### src/rtl/threshold_scan_ctrl_pkg.sv
// Shared types and constants for the threshold scan controller.
package threshold_scan_ctrl_pkg;

    localparam int PACK_W_DEF = 8;
    localparam int CNT_W_DEF  = 17;

    typedef enum logic [1:0] {
        ST_IDLE,
        ST_SCAN,
        ST_FLUSH,
        ST_DONE
    } scan_state_e;

    localparam logic [2:0] STAGE_COARSE = 3'd1;
    localparam logic [2:0] STAGE_FINE   = 3'd3;
    localparam logic [2:0] STAGE_PEAK   = 3'd4;
    localparam logic [2:0] STAGE_TRACK  = 3'd5;

endpackage

### src/rtl/threshold_scan_ctrl_packer.sv
// Packs comparator result bits LSB-first into PACK_W-bit words and holds
// each completed word in an output register until the consumer takes it.
module result_packer #(
    parameter int PACK_W = 8
) (
    input  logic                        clk,
    input  logic                        rst_n,
    input  logic                        clr,
    input  logic                        bit_vld,
    input  logic                        bit_in,
    input  logic                        flush,
    input  logic                        out_ready,
    output logic [$clog2(PACK_W+1)-1:0] bit_cnt,
    output logic                        out_valid,
    output logic [PACK_W-1:0]           out_data
);
    localparam int BW = $clog2(PACK_W + 1);
    localparam logic [BW-1:0] LAST = BW'(PACK_W - 1);

    logic [PACK_W-1:0] shreg_q, shreg_d, word;
    logic [BW-1:0]     cnt_q, cnt_d;
    logic              vld_q, vld_d;
    logic [PACK_W-1:0] dat_q, dat_d;

    always_comb begin
        word = shreg_q;
        for (int i = 0; i < PACK_W; i++)
            if (cnt_q == BW'(i)) word[i] = bit_in;

        shreg_d = shreg_q;
        cnt_d   = cnt_q;
        vld_d   = vld_q;
        dat_d   = dat_q;

        if (vld_q && out_ready) vld_d = 1'b0;

        // The controller throttles intake so a completing word always
        // finds the output register empty or draining.
        if (bit_vld) begin
            if (cnt_q == LAST) begin
                vld_d   = 1'b1;
                dat_d   = word;
                shreg_d = '0;
                cnt_d   = '0;
            end else begin
                shreg_d = word;
                cnt_d   = cnt_q + BW'(1);
            end
        end else if (flush && cnt_q != '0 && (!vld_q || out_ready)) begin
            vld_d   = 1'b1;
            dat_d   = shreg_q;
            shreg_d = '0;
            cnt_d   = '0;
        end

        if (clr) begin
            shreg_d = '0;
            cnt_d   = '0;
            vld_d   = 1'b0;
            dat_d   = '0;
        end
    end

    always_ff @(posedge clk or negedge rst_n) begin
        if (!rst_n) begin
            shreg_q <= '0;
            cnt_q   <= '0;
            vld_q   <= 1'b0;
            dat_q   <= '0;
        end else begin
            shreg_q <= shreg_d;
            cnt_q   <= cnt_d;
            vld_q   <= vld_d;
            dat_q   <= dat_d;
        end
    end

    assign bit_cnt   = cnt_q;
    assign out_valid = vld_q;
    assign out_data  = dat_q;

endmodule

### src/rtl/threshold_scan_ctrl.sv
// Frame controller: streams STFT magnitudes to an external comparator,
// collects its registered result bits and emits them as packed words.
module threshold_scan_ctrl
    import threshold_scan_ctrl_pkg::*;
#(
    parameter int IL        = 10,
    parameter int CNT_W     = CNT_W_DEF,
    parameter int FRAME_LEN = 16384,
    parameter int PACK_W    = PACK_W_DEF
) (
    input  logic              iCLK,
    input  logic              iRSTn,
    input  logic              iSTART,
    input  logic [2:0]        iSTAGE,
    input  logic              iABORT,
    input  logic              iVALID,
    input  logic [IL-1:0]     iDATA,
    output logic              oREADY,
    output logic              oCMP_EN,
    output logic [IL-1:0]     oCMP_DATA,
    output logic [CNT_W-1:0]  oCNT,
    output logic [2:0]        oSTAGE,
    output logic              oCMP_CLR,
    input  logic              iBIT,
    output logic              oWVALID,
    output logic [PACK_W-1:0] oWDATA,
    input  logic              iWREADY,
    output logic              oBUSY,
    output logic              oDONE
);
    localparam int BW = $clog2(PACK_W + 1);
    localparam logic [CNT_W-1:0] LAST_BIN   = CNT_W'(FRAME_LEN - 1);
    localparam logic [BW:0]      STALL_PEND = (BW + 1)'(PACK_W - 1);

    scan_state_e      state_q, state_d;
    logic [CNT_W-1:0] cnt_q, cnt_d;
    logic [2:0]       stage_q, stage_d;
    logic             inflight_q, inflight_d;
    logic             clr_q, clr_d;
    logic             busy_q, busy_d;
    logic             done_q, done_d;

    logic             ready, accept, wvalid;
    logic             pk_clr, pk_flush;
    logic [BW-1:0]    pk_cnt;
    logic [BW:0]      pend;

    // Bits already packed plus the one still in the comparator pipe.
    assign pend   = {1'b0, pk_cnt} + {{BW{1'b0}}, inflight_q};
    assign ready  = (state_q == ST_SCAN) && !iABORT &&
                    !(pend == STALL_PEND && wvalid && !iWREADY);
    assign accept = iVALID && ready;

    assign pk_clr   = iABORT || (state_q == ST_IDLE && iSTART);
    assign pk_flush = (state_q == ST_FLUSH) && !inflight_q;

    result_packer #(.PACK_W(PACK_W)) u_packer (
        .clk       (iCLK),
        .rst_n     (iRSTn),
        .clr       (pk_clr),
        .bit_vld   (inflight_q),
        .bit_in    (iBIT),
        .flush     (pk_flush),
        .out_ready (iWREADY),
        .bit_cnt   (pk_cnt),
        .out_valid (wvalid),
        .out_data  (oWDATA)
    );

    always_comb begin
        state_d    = state_q;
        cnt_d      = cnt_q;
        stage_d    = stage_q;
        inflight_d = accept;
        clr_d      = 1'b0;

        unique case (state_q)
            ST_IDLE: begin
                if (iSTART) begin
                    state_d = ST_SCAN;
                    stage_d = iSTAGE;
                    cnt_d   = '0;
                    clr_d   = 1'b1;
                end
            end
            ST_SCAN: begin
                if (accept) begin
                    if (cnt_q == LAST_BIN) state_d = ST_FLUSH;
                    else                   cnt_d   = cnt_q + CNT_W'(1);
                end
            end
            ST_FLUSH: begin
                if (!inflight_q && pk_cnt == '0 && (!wvalid || iWREADY))
                    state_d = ST_DONE;
            end
            ST_DONE: state_d = ST_IDLE;
        endcase

        if (iABORT) begin
            state_d    = ST_IDLE;
            cnt_d      = '0;
            inflight_d = 1'b0;
            clr_d      = 1'b1;
        end

        busy_d = (state_d != ST_IDLE);
        done_d = (state_d == ST_DONE);
    end

    always_ff @(posedge iCLK or negedge iRSTn) begin
        if (!iRSTn) begin
            state_q    <= ST_IDLE;
            cnt_q      <= '0;
            stage_q    <= '0;
            inflight_q <= 1'b0;
            clr_q      <= 1'b0;
            busy_q     <= 1'b0;
            done_q     <= 1'b0;
        end else begin
            state_q    <= state_d;
            cnt_q      <= cnt_d;
            stage_q    <= stage_d;
            inflight_q <= inflight_d;
            clr_q      <= clr_d;
            busy_q     <= busy_d;
            done_q     <= done_d;
        end
    end

    assign oREADY    = ready;
    assign oCMP_EN   = accept;
    assign oCMP_DATA = accept ? iDATA : '0;
    assign oCNT      = cnt_q;
    assign oSTAGE    = stage_q;
    assign oCMP_CLR  = clr_q;
    assign oWVALID   = wvalid;
    assign oBUSY     = busy_q;
    assign oDONE     = done_q;

endmodule

### config.mk
export PLATFORM = sky130hd
export DESIGN_NAME = threshold_scan_ctrl
export DESIGN_NICKNAME = d
export VERILOG_FILES = /design/src/rtl/threshold_scan_ctrl_pkg.sv /design/src/rtl/threshold_scan_ctrl_packer.sv /design/src/rtl/threshold_scan_ctrl.sv
export SDC_FILE = /design/constraint.sdc
export NUM_CORES = 1
export LEC_CHECK = 0
export ABC_AREA = 1
export CAP_MARGIN = 20
export CORE_AREA = 2 2 79 81
export CTS_CLUSTER_SIZE = 40
export DETAILED_ROUTE_END_ITERATION = 16
export DIE_AREA = 0 0 81 83
export PLACE_DENSITY_LB_ADDON = 0.25
export SLEW_MARGIN = 20
export SYNTH_ARGS = -nofsm -noshare
export SYNTH_HDL_FRONTEND = slang
export SYNTH_SLANG_ARGS = --single-unit
### constraint.sdc
create_clock -name iCLK -period 3.7 [get_ports iCLK]
set_input_delay 0.74 -clock iCLK [delete_from_list [all_inputs] [get_ports iCLK]]
set_output_delay 0.74 -clock iCLK [all_outputs]
set_load 0.005 [all_outputs]
# After elaboration in Yosys (flattened, before gate mapping)
# Cells that the tools add are included.
[word_totals]
regBits = 47
inputBits = 20
out_inout_bits = 44
[classes]
addsub = 3
eq_ne = 17
muxes = 41
n_reduce_logical = 28
[op_table]
columns = ["op", "n"]
rows = [
  ["$mux W17", 4],
  ["$mux W8", 8],
  ["$pmux W17 S2", 1],
  ["$add A17 B1 Y17 const B", 1],
  ["$eq A17 B14 Y1 const B", 1],
  ["$mux W1", 17],
  ["$eq A4 B3 Y1 const B", 4],
  ["$mux W4", 4],
  ["$logic_and A1 B1 Y1", 12],
  ["$mux W10", 1],
  ["$mux W2", 5],
  ["$ne A3 B3 Y1 const B", 3],
  ["$eq A4 B2 Y1 const B", 2],
  ["$pmux W2 S4", 1],
  ["$eq A2 B2 Y1 const B", 3],
  ["$reduce_bool A3 Y1", 2],
  ["$add A4 B1 Y5", 1],
  ["$eq A5 B3 Y1 const B", 1],
  ["$logic_not A1 Y1", 5],
  ["$add A4 B1 Y4 const B", 1],
  ["$eq A4 B1 Y1 const B", 1],
  ["$logic_not A4 Y1", 1],
  ["$reduce_and A2 Y1", 2],
  ["$reduce_and A4 Y1", 1],
  ["other kinds (6)", 7],
]

# Depth between registers and ports, before layout
# Gate-level depths: netlist of run 1.
[depth]
ltp_word = 11
mapped_depth = 14
ltp_nobuf = 13

# Cells and area by module
# A second synthesis of run 1 with hierarchy kept.
[hier_totals]
cells_unflattened = 415
hier_area_um2 = 3027.9
[modules_own_cells]
columns = ["mod", "instances", "cells_each", "area_per_inst_um2", "seq_area_each_um2"]
rows = [
  ["threshold_scan_ctrl", 1, 254, 1793.0, 650.6],
  ["result_packer", 1, 161, 1234.9, 525.5],
]

# Worst setup path before layout of run 1
# Ideal clock, no wire load.
[synth_timing]
path_kind = "register to output"
start = "register u_packer.cnt_q[0] (netlist: u_packer.bit_cnt[0])"
end = "output oCMP_DATA[1]"
arrival_ps = 1658
required_time_ps = 2960
setup_slack_ps = 1302
stages_incl_launch_ff = 11
path_buffers = 1
cell_sequence = "dfrtp_1 > ha_1 > ha_1 > nand2_1 > nor2_1 > nand2_1 > nor2_1 > nor2_4 > nand2_2 > buf_2 > nor2_1"
[synth_between]
elab_chain_len = 8
[synth_rtl]
columns = ["element", "line_no", "rtl"]
rows = [
  ["from (decl)", "threshold_scan_ctrl_packer.sv:21", "logic [BW-1:0] cnt_q, cnt_d;"],
  ["from (signal assigned)", "threshold_scan_ctrl_packer.sv:72", "cnt_q <= cnt_d;"],
  ["$add A4 B1 Y5", "threshold_scan_ctrl.sv:49", "assign pend = {1'b0, pk_cnt} + {{BW{1'b0}}, inflight_q};"],
  ["$eq A5 B3 Y1", "threshold_scan_ctrl.sv:51", "!(pend == STALL_PEND && wvalid && !iWREADY);"],
  ["$logic_and A1 B1 Y1 (2 in series)", "threshold_scan_ctrl.sv:51", ""],
  ["$logic_not A1 Y1", "threshold_scan_ctrl.sv:51", ""],
  ["$logic_and A1 B1 Y1", "threshold_scan_ctrl.sv:50", "assign ready = (state_q == ST_SCAN) && !iABORT &&"],
  ["named net oREADY", "threshold_scan_ctrl.sv:18", "output logic oREADY,"],
  ["$logic_and A1 B1 Y1", "threshold_scan_ctrl.sv:52", "assign accept = iVALID && ready;"],
  ["$mux W10", "threshold_scan_ctrl.sv:132", "assign oCMP_DATA = accept ? iDATA : '0;"],
  ["to (decl)", "threshold_scan_ctrl.sv:20", "output logic [IL-1:0] oCMP_DATA,"],
]
# The timed path passes the listed nets, and every way through them passes these cells.

# Worst setup path in the final report of run 1
[layout_timing]
start = "input iABORT"
end = "output oCMP_DATA[3]"
[layout_between]
elab_chain_len = 5
[layout_rtl]
columns = ["element", "line_no", "rtl"]
rows = [
  ["from (decl)", "threshold_scan_ctrl.sv:15", "input logic iABORT,"],
  ["$logic_not A1 Y1", "threshold_scan_ctrl.sv:50", ""],
  ["$logic_and A1 B1 Y1 (2 in series)", "threshold_scan_ctrl.sv:50", ""],
  ["$logic_and A1 B1 Y1", "threshold_scan_ctrl.sv:52", ""],
  ["$mux W10", "threshold_scan_ctrl.sv:132", ""],
]
# Every way passes these cells.

==> results of run 1 <==
## critical path: stages
cell and delay [ps]:
clkdlybuf4s50_1 430, inv_1 220, nand2_2 130, nor2_4 150, nand2_2 180, nor2_1 140, clkdlybuf4s50_1 520
## Yosys cell counts (2+ instances only)
cell type | number | area share
nand2_1 | 96 | 0.13
inv_1 | 49 | 0.065
nor2_1 | 48 | 0.063
dfrtp_1 | 47 | 0.41
nand3_1 | 43 | 0.076
nor3_1 | 10 | 0.018
o22ai_1 | 10 | 0.022
ha_1 | 7 | 0.031
a31oi_1 | 5 | 0.011
nand4_1 | 5 | 0.011
o211ai_1 | 5 | 0.013
o21ai_0 | 5 | 0.0088
xor2_1 | 5 | 0.015
buf_6 | 4 | 0.016
a21oi_1 | 3 | 0.0053
buf_2 | 3 | 0.0053
clkbuf_1 | 3 | 0.0040
inv_2 | 3 | 0.0040
mux2_2 | 3 | 0.012
nand2_2 | 3 | 0.0066
nand3_2 | 3 | 0.011
nor4_1 | 3 | 0.0066
nand2_4 | 2 | 0.0079
nor2_4 | 2 | 0.0079
o21bai_1 | 2 | 0.0053
## metal layers
metal | vias up | global-route usage | part of all wire
met5 | - | 0 | 0
met4 | 0 | 0.07550 | 0.016
met3 | 10 | 0.03478 | 0.054
met2 | 84 | 0.3088 | 0.43
met1 | 1174 | 0.3233 | 0.50
li1 | 1351 | - | -
## registers in the layout (all words and copies together) (netlist names), 2 cells and up
name and cells:
u_packer.out_data 8, oCNT 17, u_packer.bit_cnt 4, u_packer.shreg_q 8, state_q 2, oSTAGE 3
## area by class of cell
type	count	share of cell area
Inverter	53	0.05519
Timing Repair Buffer	64	0.1763
Clock buffer	7	0.02673
Multi-Input combinational cell	269	0.3874
Tap cell	75	0.02603
Sequential cell	47	0.3263
Clock inverter	1	0.002083
## power by group through the flow
| stage | registers (uW) | logic, uW | clock network [uW] |
|---|---|---|---|
| after CTS | 547 | 179 | 357 |
| after global placement | 556 | 175 | 0 |
| after floorplan | 557 | 96.5 | 0 |
| after global routing | 551 | 200 | 381 |
| after detailed placement | 557 | 178 | 0 |
| final | 547 | 177 | 347 |
## cells by family (layout without fill, tap and decap cells)
group                      after synthesis  in the layout
and+or+nand+nor                        219            219
xor gates and xnor gates                 6              6
DFF                                     47             47
adders and majority gates                7              7
AOI/OAI and AO/OA                       34             34
buffers and inverters                   64            125
muxes                                    3              3
## worst paths after layout
path | slack [ps] | endpoint | start | depth (start not counted)
worst max-delay path | 460 | oCMP_DATA[3] | iABORT | 7
worst min-delay path | 440 | u_packer.out_data[0] | iRSTn | 1
worst max register to register | 1280 | oCNT[9] | u_packer.bit_cnt[0] | 12
worst min register to register | 500 | u_packer.out_data[1] | u_packer.out_data[1] | 2
max in group asynchronous | 2870 | oCNT[14] | iRSTn | 1
min in group iCLK | 500 | u_packer.out_data[1] | u_packer.out_data[1] | 2
## stage by stage
stage                     utilization  instance area (um^2)
final                          0.6198                  3605
after global routing           0.6198                  3605
after CTS                      0.6194                  3602
after detailed placement       0.6015                  3498
after global placement         0.6015                  3498
after floorplan                     -                  2850
==> results.json, run 1 <==
{
  "drv_cap": 0,
  "synthAdderAreaFrac": 0.03073,
  "synth_top_family_by_area": "simple AND/OR/NAND/NOR gates",
  "yosysWarnings": 0,
  "dieArea_mm2": 0.006723,
  "antenna_left": 0,
  "arrival_ps": 2500,
  "synth_cell_type_count": 36,
  "sequentialPowerShare": 0.511,
  "mostFrequentLayoutCells": "96 x nand2_1, 62 x clkdlybuf4s50_1, 49 x inv_1",
  "power_frac_comb": 0.165,
  "cts_tree": "done",
  "final_common_cell": "nand2_1",
  "cts-htree-levels": 2,
  "tns_ps": 0,
  "rsz0062_at_grt": "no",
  "grt_start_max_net_pins": 48,
  "fin_nets": 467,
  "ctsResizeCount": 0,
  "synth_ff_type": "dfrtp_1",
  "setup_viol": 0,
  "critPathMaxFanout": 14,
  "clock.fmax_mhz": 308.4,
  "hpwl_um": 4868,
  "gp_congestion": 0.9065,
  "insertion_delay_ps": 310,
  "drt_iter0_markers": 163,
  "wl_per_cell_um": 12.81,
  "status": "complete, no violations",
  "port_buffers": 63,
  "fin_crit_ps": 3243,
  "vias": 2619,
  "cts.clk_slew.worst_paths_ps": 80,
  "end_kind": "output pin",
  "total_power_uw": 1071,
  "post_cts_buffers": 0,
  "p_leak_uw": 0.001727,
  "cts_sinks": 47,
  "syn_area_mm2": 0.002850,
  "pin_count": 64,
  "setup_slack_ps": 457.4,
  "hold_viol_final": 0,
  "synthXorXnorAreaFrac": 0.01844,
  "power_density_mw_per_mm2": 297.1,
  "async_reset_ff_frac": 1.000,
  "drive_gt1_frac": 0.07029,
  "required_ps": 2960,
  "cts_buffers": 5,
  "placementRows": 28,
  "slew_viol_final": 0,
  "synth_compound_gate_area_share": 0.08165,
  "ir_drop_uv": 152.8,
  "skew_ps": 5.052,
  "synth_edf_count": 0,
  "start_util": 0.4901,
  "cts-root-buf": "clkbuf_8",
  "cts_buffer_depth": 2,
  "postCtsHoldBufs": 0,
  "coreArea_mm2": 0.005816,
  "switching_share": 0.2704,
  "viasPerCell": 5.076,
  "grt_usage": 0.2145,
  "fin_cells": 516,
  "antenna_found_initial": 0,
  "whs_ps": 436.0,
  "area_growth_pct": 26.47,
  "postSynthCellCount": 380,
  "p_sw_uw": 289.6,
  "diodes": 0,
  "pre_cts_ws_ps": 445.1,
  "worstMarginPinSlew_ps": 762.8,
  "layout.area.seq_mm2": 0.001176,
  "hold_path.class": "in2async",
  "ys_seq_elements": 47,
  "grt_first_pass_wirelength_um": 11630,
  "synth_nets": 407,
  "synth.area.mux_share": 0.01185,
  "avgSynthCellArea_um2": 7.501,
  "grt_pass1_vias": 2538,
  "relSlewSlack": 0.4899,
  "timing.final.crit_share": 0.8764,
  "yosysSeqAreaShare": 0.4126,
  "p_int_uw": 781.2,
  "wl_um": 6612,
  "firstDrtPassIters": 4,
  "chipHeight_um": 83,
  "critPathKind": "in2out",
  "dp_cells": 508,
  "globalRouteOverflowTotal": 0,
  "worstSetupStartpointType": "primary input",
  "die_w_um": 81,
  "power_frac_clock": 0.324,
  "fillCellCount": 541,
  "drc_errors": 0,
  "multi_input_comb_area_mm2": 0.001396,
  "yosys.area_share.simple": 0.3472
}
No activity file was read; power rests on OpenSTA's default activity.
==> run 2: changes to the inputs <==
CORE_AREA = 2 2 83 85   (was 2 2 79 81)
DIE_AREA = 0 0 85 87   (was 0 0 81 83)
==> results.json, run 2 (synthesis results as in run 1) <==
{
  "status": "complete, no violations",
  "ctsResizeCount": 0,
  "grt_first_pass_wirelength_um": 11920,
  "post_cts_buffers": 0,
  "hold_path.class": "in2async",
  "worstMarginPinSlew_ps": 589.8,
  "firstDrtPassIters": 5,
  "mostFrequentLayoutCells": "96 x nand2_1, 62 x clkdlybuf4s50_1, 49 x inv_1",
  "slew_viol_final": 0,
  "placementRows": 30,
  "setup.worst_path.start": "u_packer.bit_cnt[0]",
  "pin_count": 64,
  "cts-htree-levels": 2,
  "setup_viol": 0,
  "cts_buffer_depth": 2,
  "skew_ps": 9.386,
  "insertion_delay_ps": 320,
  "dp_cells": 514,
  "final_core_util": 0.5497,
  "grt_pass1_vias": 2638,
  "cp_slowest_cell": "dfrtp_1",
  "drt_iter0_markers": 168,
  "antenna_left": 0,
  "drc_errors": 0,
  "cpMostUsedCell": "nor2_1",
  "hold_viol_final": 0,
  "worstSetupStartpointType": "register",
  "top_usage_layer": "met2",
  "cts-root-buf": "clkbuf_8",
  "dieArea_mm2": 0.007395,
  "grt_usage": 0.1966,
  "vias": 2696,
  "pre_cts_ws_ps": 463.6,
  "power_density_mw_per_mm2": 294.4,
  "fin_nets": 468,
  "cts.clk_slew.worst_paths_ps": 100,
  "relSlewSlack": 0.6068,
  "cts_tree": "done",
  "p_leak_uw": 0.001728,
  "wl_per_cell_um": 12.74,
  "grt_start_max_net_pins": 48,
  "critPathKind": "reg2out",
  "gp_congestion": 0.8889,
  "viasPerCell": 5.165,
  "diodes": 0,
  "hpwl_um": 4881,
  "rsz0062_at_grt": "no",
  "die_w_um": 85,
  "cts_sinks": 47,
  "reg2reg_from": "u_packer.bit_cnt[0]",
  "use_met1": 0.2713,
  "crit_chain": "ha_1 -> ha_1 -> nand2_1 -> nor2_1 -> nand2_1 -> nor2_1 -> nor2_4 -> nand2_2 -> nor2_1 -> clkdlybuf4s50_1",
  "drive_gt1_frac": 0.07240,
  "end_kind": "output pin",
  "cpPeakStageDelay_ps": 450,
  "cts_buffers": 5,
  "setup_slack_ps": 440.6,
  "ir_drop_uv": 154.9,
  "whs_ps": 412.2,
  "clock.fmax_mhz": 306.8,
  "chipHeight_um": 87,
  "fin_crit_ps": 3259,
  "final_common_cell": "nand2_1",
  "drv_cap": 0,
  "timing.final.crit_share": 0.8809,
  "coreArea_mm2": 0.006569,
  "area_growth_pct": 26.69,
  "r2r-end": "oCNT[5]",
  "port_buffers": 63,
  "grtUsageMet3": 0.04455,
  "fin_cells": 522,
  "start_util": 0.4339,
  "r2r_slack_ps": 1270,
  "arrival_ps": 2520,
  "largest_register_ffs": 17,
  "antenna_found_initial": 0,
  "critPathMaxFanout": 14,
  "reg2regPathDepth": 12,
  "use_met2": 0.3111,
  "globalRouteOverflowTotal": 0,
  "postCtsHoldBufs": 0,
  "wl_um": 6650,
  "required_ps": 2960,
  "endpoint": "oCMP_DATA[4]",
  "tns_ps": 0
}
-- run 2: changes by cell type in the layout (fill, tap and decap cells not counted), sizes merged --
cell    change
clkbuf      -2
inv         +2
buf         +1
-- run 2: worst max-delay path: cells and delay by family (launching register included) --
family | cells | cell delay [ps]
flip-flops | 1 | 450
buffers and inverters | 1 | 450
AND/OR/NAND/NOR | 7 | 780
adder cells (fa/ha/maj) | 2 | 540
-- run 2: power breakdown --
| part | switching (uW) | internal [uW] |
|---|---|---|
| logic | 99.0 | 79.7 |
| registers | 14.4 | 532 |
| clock network | 198 | 140 |
| total | 311 | 752 |
-- run 2: metal layers --
layer  wire, um  vias to the layer above
met5          0                        -
met4         83                        0
met3        454                        6
met2       2948                       89
met1       3164                     1253
li1           -                     1348
-- run 2: worst min path at each step --
stage,start,end
after global routing,iRSTn,u_packer.out_data[3]
after global placement,u_packer.out_data[1],u_packer.out_data[1]
after detailed placement,u_packer.out_data[0],u_packer.out_data[0]
after floorplan,iRSTn,inflight_q
final,iRSTn,u_packer.out_data[3]
after CTS,u_packer.out_data[0],u_packer.out_data[0]
-- run 2: cell type report --
type,instances,area [um^2]
clock buffer,5,68.82
clock inverter,3,27.53
fill,611,2958
inverter,53,198.9
multi-input combinational,269,1396
sequential,47,1176
tap,80,100.1
timing repair buffer,65,643.1
-- run 2: stage by stage --
stage                     cell area (um^2)  power, uW
after floorplan                       2850      653.0
after global placement                3512      733.3
after detailed placement              3512      736.6
after CTS                             3608       1076
after global routing                  3611       1128
final                                 3611       1063
==> run 3: changes to the inputs <==
GPL_TIMING_DRIVEN = 0   (was default)
==> results.json, run 3 (synthesis results as in run 1) <==
{
  "viasPerCell": 5.057,
  "wl_um": 6685,
  "area_growth_pct": 28.71,
  "crit_chain": "ha_1 -> ha_1 -> nand2_1 -> nor2_1 -> nand2_1 -> nor2_1 -> nor2_4 -> nand2_2 -> buf_2 -> nor2_1 -> clkdlybuf4s50_1",
  "cpMostUsedCell": "nor2_1",
  "port_buffers": 61,
  "mostFrequentLayoutCells": "96 x nand2_1, 60 x clkdlybuf4s50_1, 49 x inv_1",
  "final_common_cell": "nand2_1",
  "dieArea_mm2": 0.007395,
  "setup_slack_ps": 357.0,
  "coreArea_mm2": 0.006569,
  "hold_path.class": "in2async",
  "placementRows": 30,
  "end_kind": "output pin",
  "timing.final.crit_share": 0.9035,
  "cts_buffer_depth": 2,
  "ctsResizeCount": 0,
  "diodes": 0,
  "status": "complete, no violations",
  "vias": 2680,
  "gp_congestion": 0.8685,
  "skew_ps": 6.012,
  "wl_per_cell_um": 12.61,
  "firstDrtPassIters": 4,
  "cts_buffers": 5,
  "worstMarginPinSlew_ps": 464.9,
  "cts-htree-levels": 2,
  "r2r_slack_ps": 1520,
  "top_layer_used": "met4",
  "post_cts_buffers": 0,
  "wl_met2_um": 2980,
  "arrival_ps": 2600,
  "slew_viol_final": 0,
  "crit_family": "buffers and inverters",
  "pin_count": 64,
  "largest_register_ffs": 17,
  "antenna_left": 0,
  "power_density_mw_per_mm2": 288.7,
  "hpwl_um": 5051,
  "drt_iter0_markers": 161,
  "final_core_util": 0.5585,
  "critPathKind": "reg2out",
  "critPathMaxFanout": 10,
  "pre_cts_ws_ps": 370.7,
  "antenna_found_initial": 0,
  "drc_errors": 0,
  "start_util": 0.4339,
  "globalRouteOverflowTotal": 0,
  "cts-root-buf": "clkbuf_8",
  "drive_gt1_frac": 0.08667,
  "relSlewSlack": 0.6901,
  "grt_first_pass_wirelength_um": 11420,
  "path_buf_inv": 2,
  "hold_viol_final": 0,
  "drv_cap": 0,
  "clock.fmax_mhz": 299.1,
  "setup_viol": 0,
  "cts_tree": "done",
  "fin_crit_ps": 3343,
  "die_w_um": 85,
  "cts.clk_slew.worst_paths_ps": 100,
  "tns_ps": 0,
  "cpPeakStageDelay_ps": 450,
  "grt_usage": 0.1896,
  "chipHeight_um": 87,
  "worstSetupStartpointType": "register",
  "wl_met1_um": 3188,
  "cts_sinks": 47,
  "postCtsHoldBufs": 0,
  "rsz0062_at_grt": "no",
  "fin_nets": 476,
  "required_ps": 2960,
  "total_power_uw": 1059,
  "cp_slowest_cell": "dfrtp_1",
  "p_leak_uw": 0.001754,
  "routed-wl-met3_um": 450,
  "grt_pass1_vias": 2481,
  "ir_drop_uv": 138.2,
  "insertion_delay_ps": 310,
  "grt_start_max_net_pins": 32
}
## run 3: worst paths after layout
check                           cells past startpoint                 start                    to
worst max-delay path                               11   u_packer.bit_cnt[0]          oCMP_DATA[7]
min in group iCLK                                   2  u_packer.out_data[0]  u_packer.out_data[0]
worst min-delay path                                1                 iRSTn  u_packer.out_data[2]
worst max register to register                     13   u_packer.bit_cnt[0]               oCNT[8]
worst min register to register                      2  u_packer.out_data[0]  u_packer.out_data[0]
max in group asynchronous                           2                 iRSTn               oCNT[4]
## run 3: final cells by class
cell class	count	area, um^2
plain buffers	11	78.83
multi-input cells	269	1396
well taps	80	100.1
clock inverters	3	23.77
inverters	53	198.9
flip-flops and latches	47	1176
fillers	590	2900
clock buffers	5	68.82
repair buffers	62	625.6
## run 3: worst reg2reg max path, cell delays in order (launching register included)
cell,delay [ps]
dfrtp_1,450
ha_1,250
ha_1,270
nand2_1,60
nor2_1,40
nand2_1,60
nor2_1,70
nor2_4,110
nand2_2,110
o21bai_4,250
nand2_4,130
buf_6,170
nand2_1,60
nand2_1,50
## run 3: per-layer routing
metal  vias to the layer above  global-route usage
li1                       1370                   -
met1                      1207              0.2660
met2                        94              0.2912
met3                         9             0.04834
met4                         0             0.05339
met5                         -                   0
## run 3: where the power goes
group,internal (uW),leakage (uW),switching [uW],total (uW)
logic,85.0,0.00108,98.7,184
registers,532,0.000637,14.3,547
clock network,135,0.0000408,193,329
## run 3: metrics by stage
step                cells  area (um^2)  hold WS [ps]
floorplan             380         2850         444.4
global placement      521         3561         466.3
finish                530         3669         346.9
detailed placement    522         3576         472.9
global route          530         3669         368.0
CTS                   530         3669         354.2
==> patch: new RTL, settings of run 2 <==
`CNT_W_DEF`: 17 -> 15.
--- a/src/rtl/threshold_scan_ctrl_pkg.sv
+++ b/src/rtl/threshold_scan_ctrl_pkg.sv
@@ -4,3 +4,3 @@
     localparam int PACK_W_DEF = 8;
-    localparam int CNT_W_DEF  = 17;
+    localparam int CNT_W_DEF  = 15;
 
Ports: changed (resized oCNT); port bits go from 64 to 62. The function was not compared with the original's and may differ.
==> patch against run 2 <==
Area after synthesis decreased by 6.6%; via count decreased by 13%; count of clock-buffer cells in the layout increased by 1; cell area decreased by 4.7%; sequential cell count decreased by 2; maximum frequency decreased by 3.7%; synthesized cell count decreased by 12%; die area unchanged; worst setup slack got worse by 0.12 ns; total power increased by 5.4%; wire length decreased by 11%; sequential power decreased by 2%; highest routed layer unchanged.
==> patch: results (changes against run 2) <==
INFO  metric run_status = finished, final reports clean
INFO  metric num_antenna_cells = 0 (unchanged)
INFO  metric filler_cell_count = 612 (+0.16%)
INFO  metric mappedNetlistNets = 363 (-11%)
INFO  metric clock_tree_area_fraction = 3.492% (+0.82 points)
INFO  metric dr.pass1.iters = 4 (-1)
INFO  metric syn_inst = 336 (-12%)
INFO  metric pre_cts_slack = 0.3358 ns (-0.1278 ns)
INFO  metric buffers_excl_clock = 63 (-3.1%)
INFO  metric master_of_the_slowest_instance_on_the_critical_path = clkdlybuf4s50_1
INFO  metric leakagePower = 1.581 nW (-8.5%)
INFO  metric global_route.usage.total = 17.23% (-2.4 points)
INFO  metric stdcell_count = 479 (-8.2%)
INFO  metric cts.sink_count = 45 (-4.3%)
INFO  metric grt_max_degree = 46 (-4.2%)
INFO  metric routedWlPerCell = 12.36 um (-3.0%)
INFO  metric via_count = 2336 (-13%)
INFO  metric layout.clock_buffers = 6 (+1)
INFO  metric critical_path.max_fanout = 13 (-1)
INFO  metric synth_sequential_area_ratio = 42.29% (+1.0 points)
INFO  metric r2r_slack = 1.58 ns (+0.31 ns)
INFO  metric clock_latency_on_the_worst_skew_pair = 0.30 ns (-0.02 ns)
INFO  metric layout.buffer.nonclock.area_share = 18.12% (+0.31 points)
INFO  metric place.port_buffers = 61 (-3.2%)
INFO  metric hpwl = 4402 um (-9.8%)
INFO  metric slew-limit-headroom = 61.56% (+0.88 points)
INFO  metric synth.top_cells.by_area = dfrtp_1 42%, nand2_1 11%, inv_1 7.2%
INFO  metric largest_register_ffs = 15 (-2)
INFO  metric placed_cells = 471 (-8.4%)
INFO  metric timing.critical_path.slowest_cell_delay = 0.53 ns (+0.08 ns)
INFO  metric multi_input_comb_area = 0.001266 mm^2 (-9.3%)
INFO  metric syn_avg_cell_area = 7.924 um^2 (+5.6%)
INFO  metric sequential_cell_area = 0.001126 mm^2 (-4.3%)
INFO  metric place_congestion = 0.8329 (-6.3%)
INFO  metric synth_cell_types = 37 (+2.8%)
INFO  metric fraction_of_layout_cells_with_a_size_suffix_above_1 = 8.772% (+1.5 points)
INFO  metric power_per_cell_area = 325.8 mW/mm^2 (+11%)
INFO  metric dpl-instance-area = 0.003317 mm^2 (-5.6%)
INFO  metric multi_input_gates = 230 (-14%)
INFO  metric num-nets-final = 425 (-9.2%)
INFO  metric worst-endpoint-arrival = 2.64 ns (+0.12 ns)
INFO  metric max-vdd-ir-drop = 0.1616 mV (+4.3%)
INFO  metric hold_ws = 0.4281 ns (+0.01588 ns)
==> patch: worst paths after layout <==
check / start / endpoint / cells after the start
setup / recovery: inflight_q$_DFF_PN0_ / oCMP_DATA[9] / 8
hold / removal: iRSTn / oSTAGE[2]$_DFFE_PN0P_ / 1
setup reg to reg: inflight_q$_DFF_PN0_ / oCNT[1]$_DFFE_PN0P_ / 9
hold reg to reg: u_packer.shreg_q[7]$_DFFE_PN0P_ / u_packer.shreg_q[7]$_DFFE_PN0P_ / 2
max in group asynchronous: iRSTn / u_packer.bit_cnt[2]$_DFFE_PN0P_ / 1
min in group iCLK: u_packer.shreg_q[7]$_DFFE_PN0P_ / u_packer.shreg_q[7]$_DFFE_PN0P_ / 2
==> patch: logic make-up after synthesis <==
group | Yosys count | synth area share [%]
DFF | 45 | 42.29
buffers and inverters | 61 | 10.15
muxes | 4 | 1.786
xor gates and xnor gates | 5 | 1.645
and+or+nand+nor | 173 | 30.36
AOI/OAI and AO/OA | 41 | 10.48
adders and majority gates | 7 | 3.289
==> patch: critical path: cells and delay by family (launching register included) <==
kind / cells / cell delay [ns]
buf+inv: 1 / 0.53
simple gates: 4 / 0.63
fa+ha+maj: 2 / 0.53
compound gates: 1 / 0.20
flops: 1 / 0.45
==> patch: power by group <==
group	internal [mW]	switching [mW]
Sequential	0.515	0.0208
Combinational	0.0888	0.101
Clock	0.220	0.174
==> patch: per-layer routing <==
| layer | wire, um | GRT usage, % | part of all wire [%] |
|---|---|---|---|
| met1 | 2881 | 23.57 | 49 |
| met5 | 0 | 0 | 0 |
| met2 | 2589 | 26.70 | 44 |
| met3 | 386 | 4.455 | 6.5 |
| met4 | 64 | 5.772 | 1.1 |
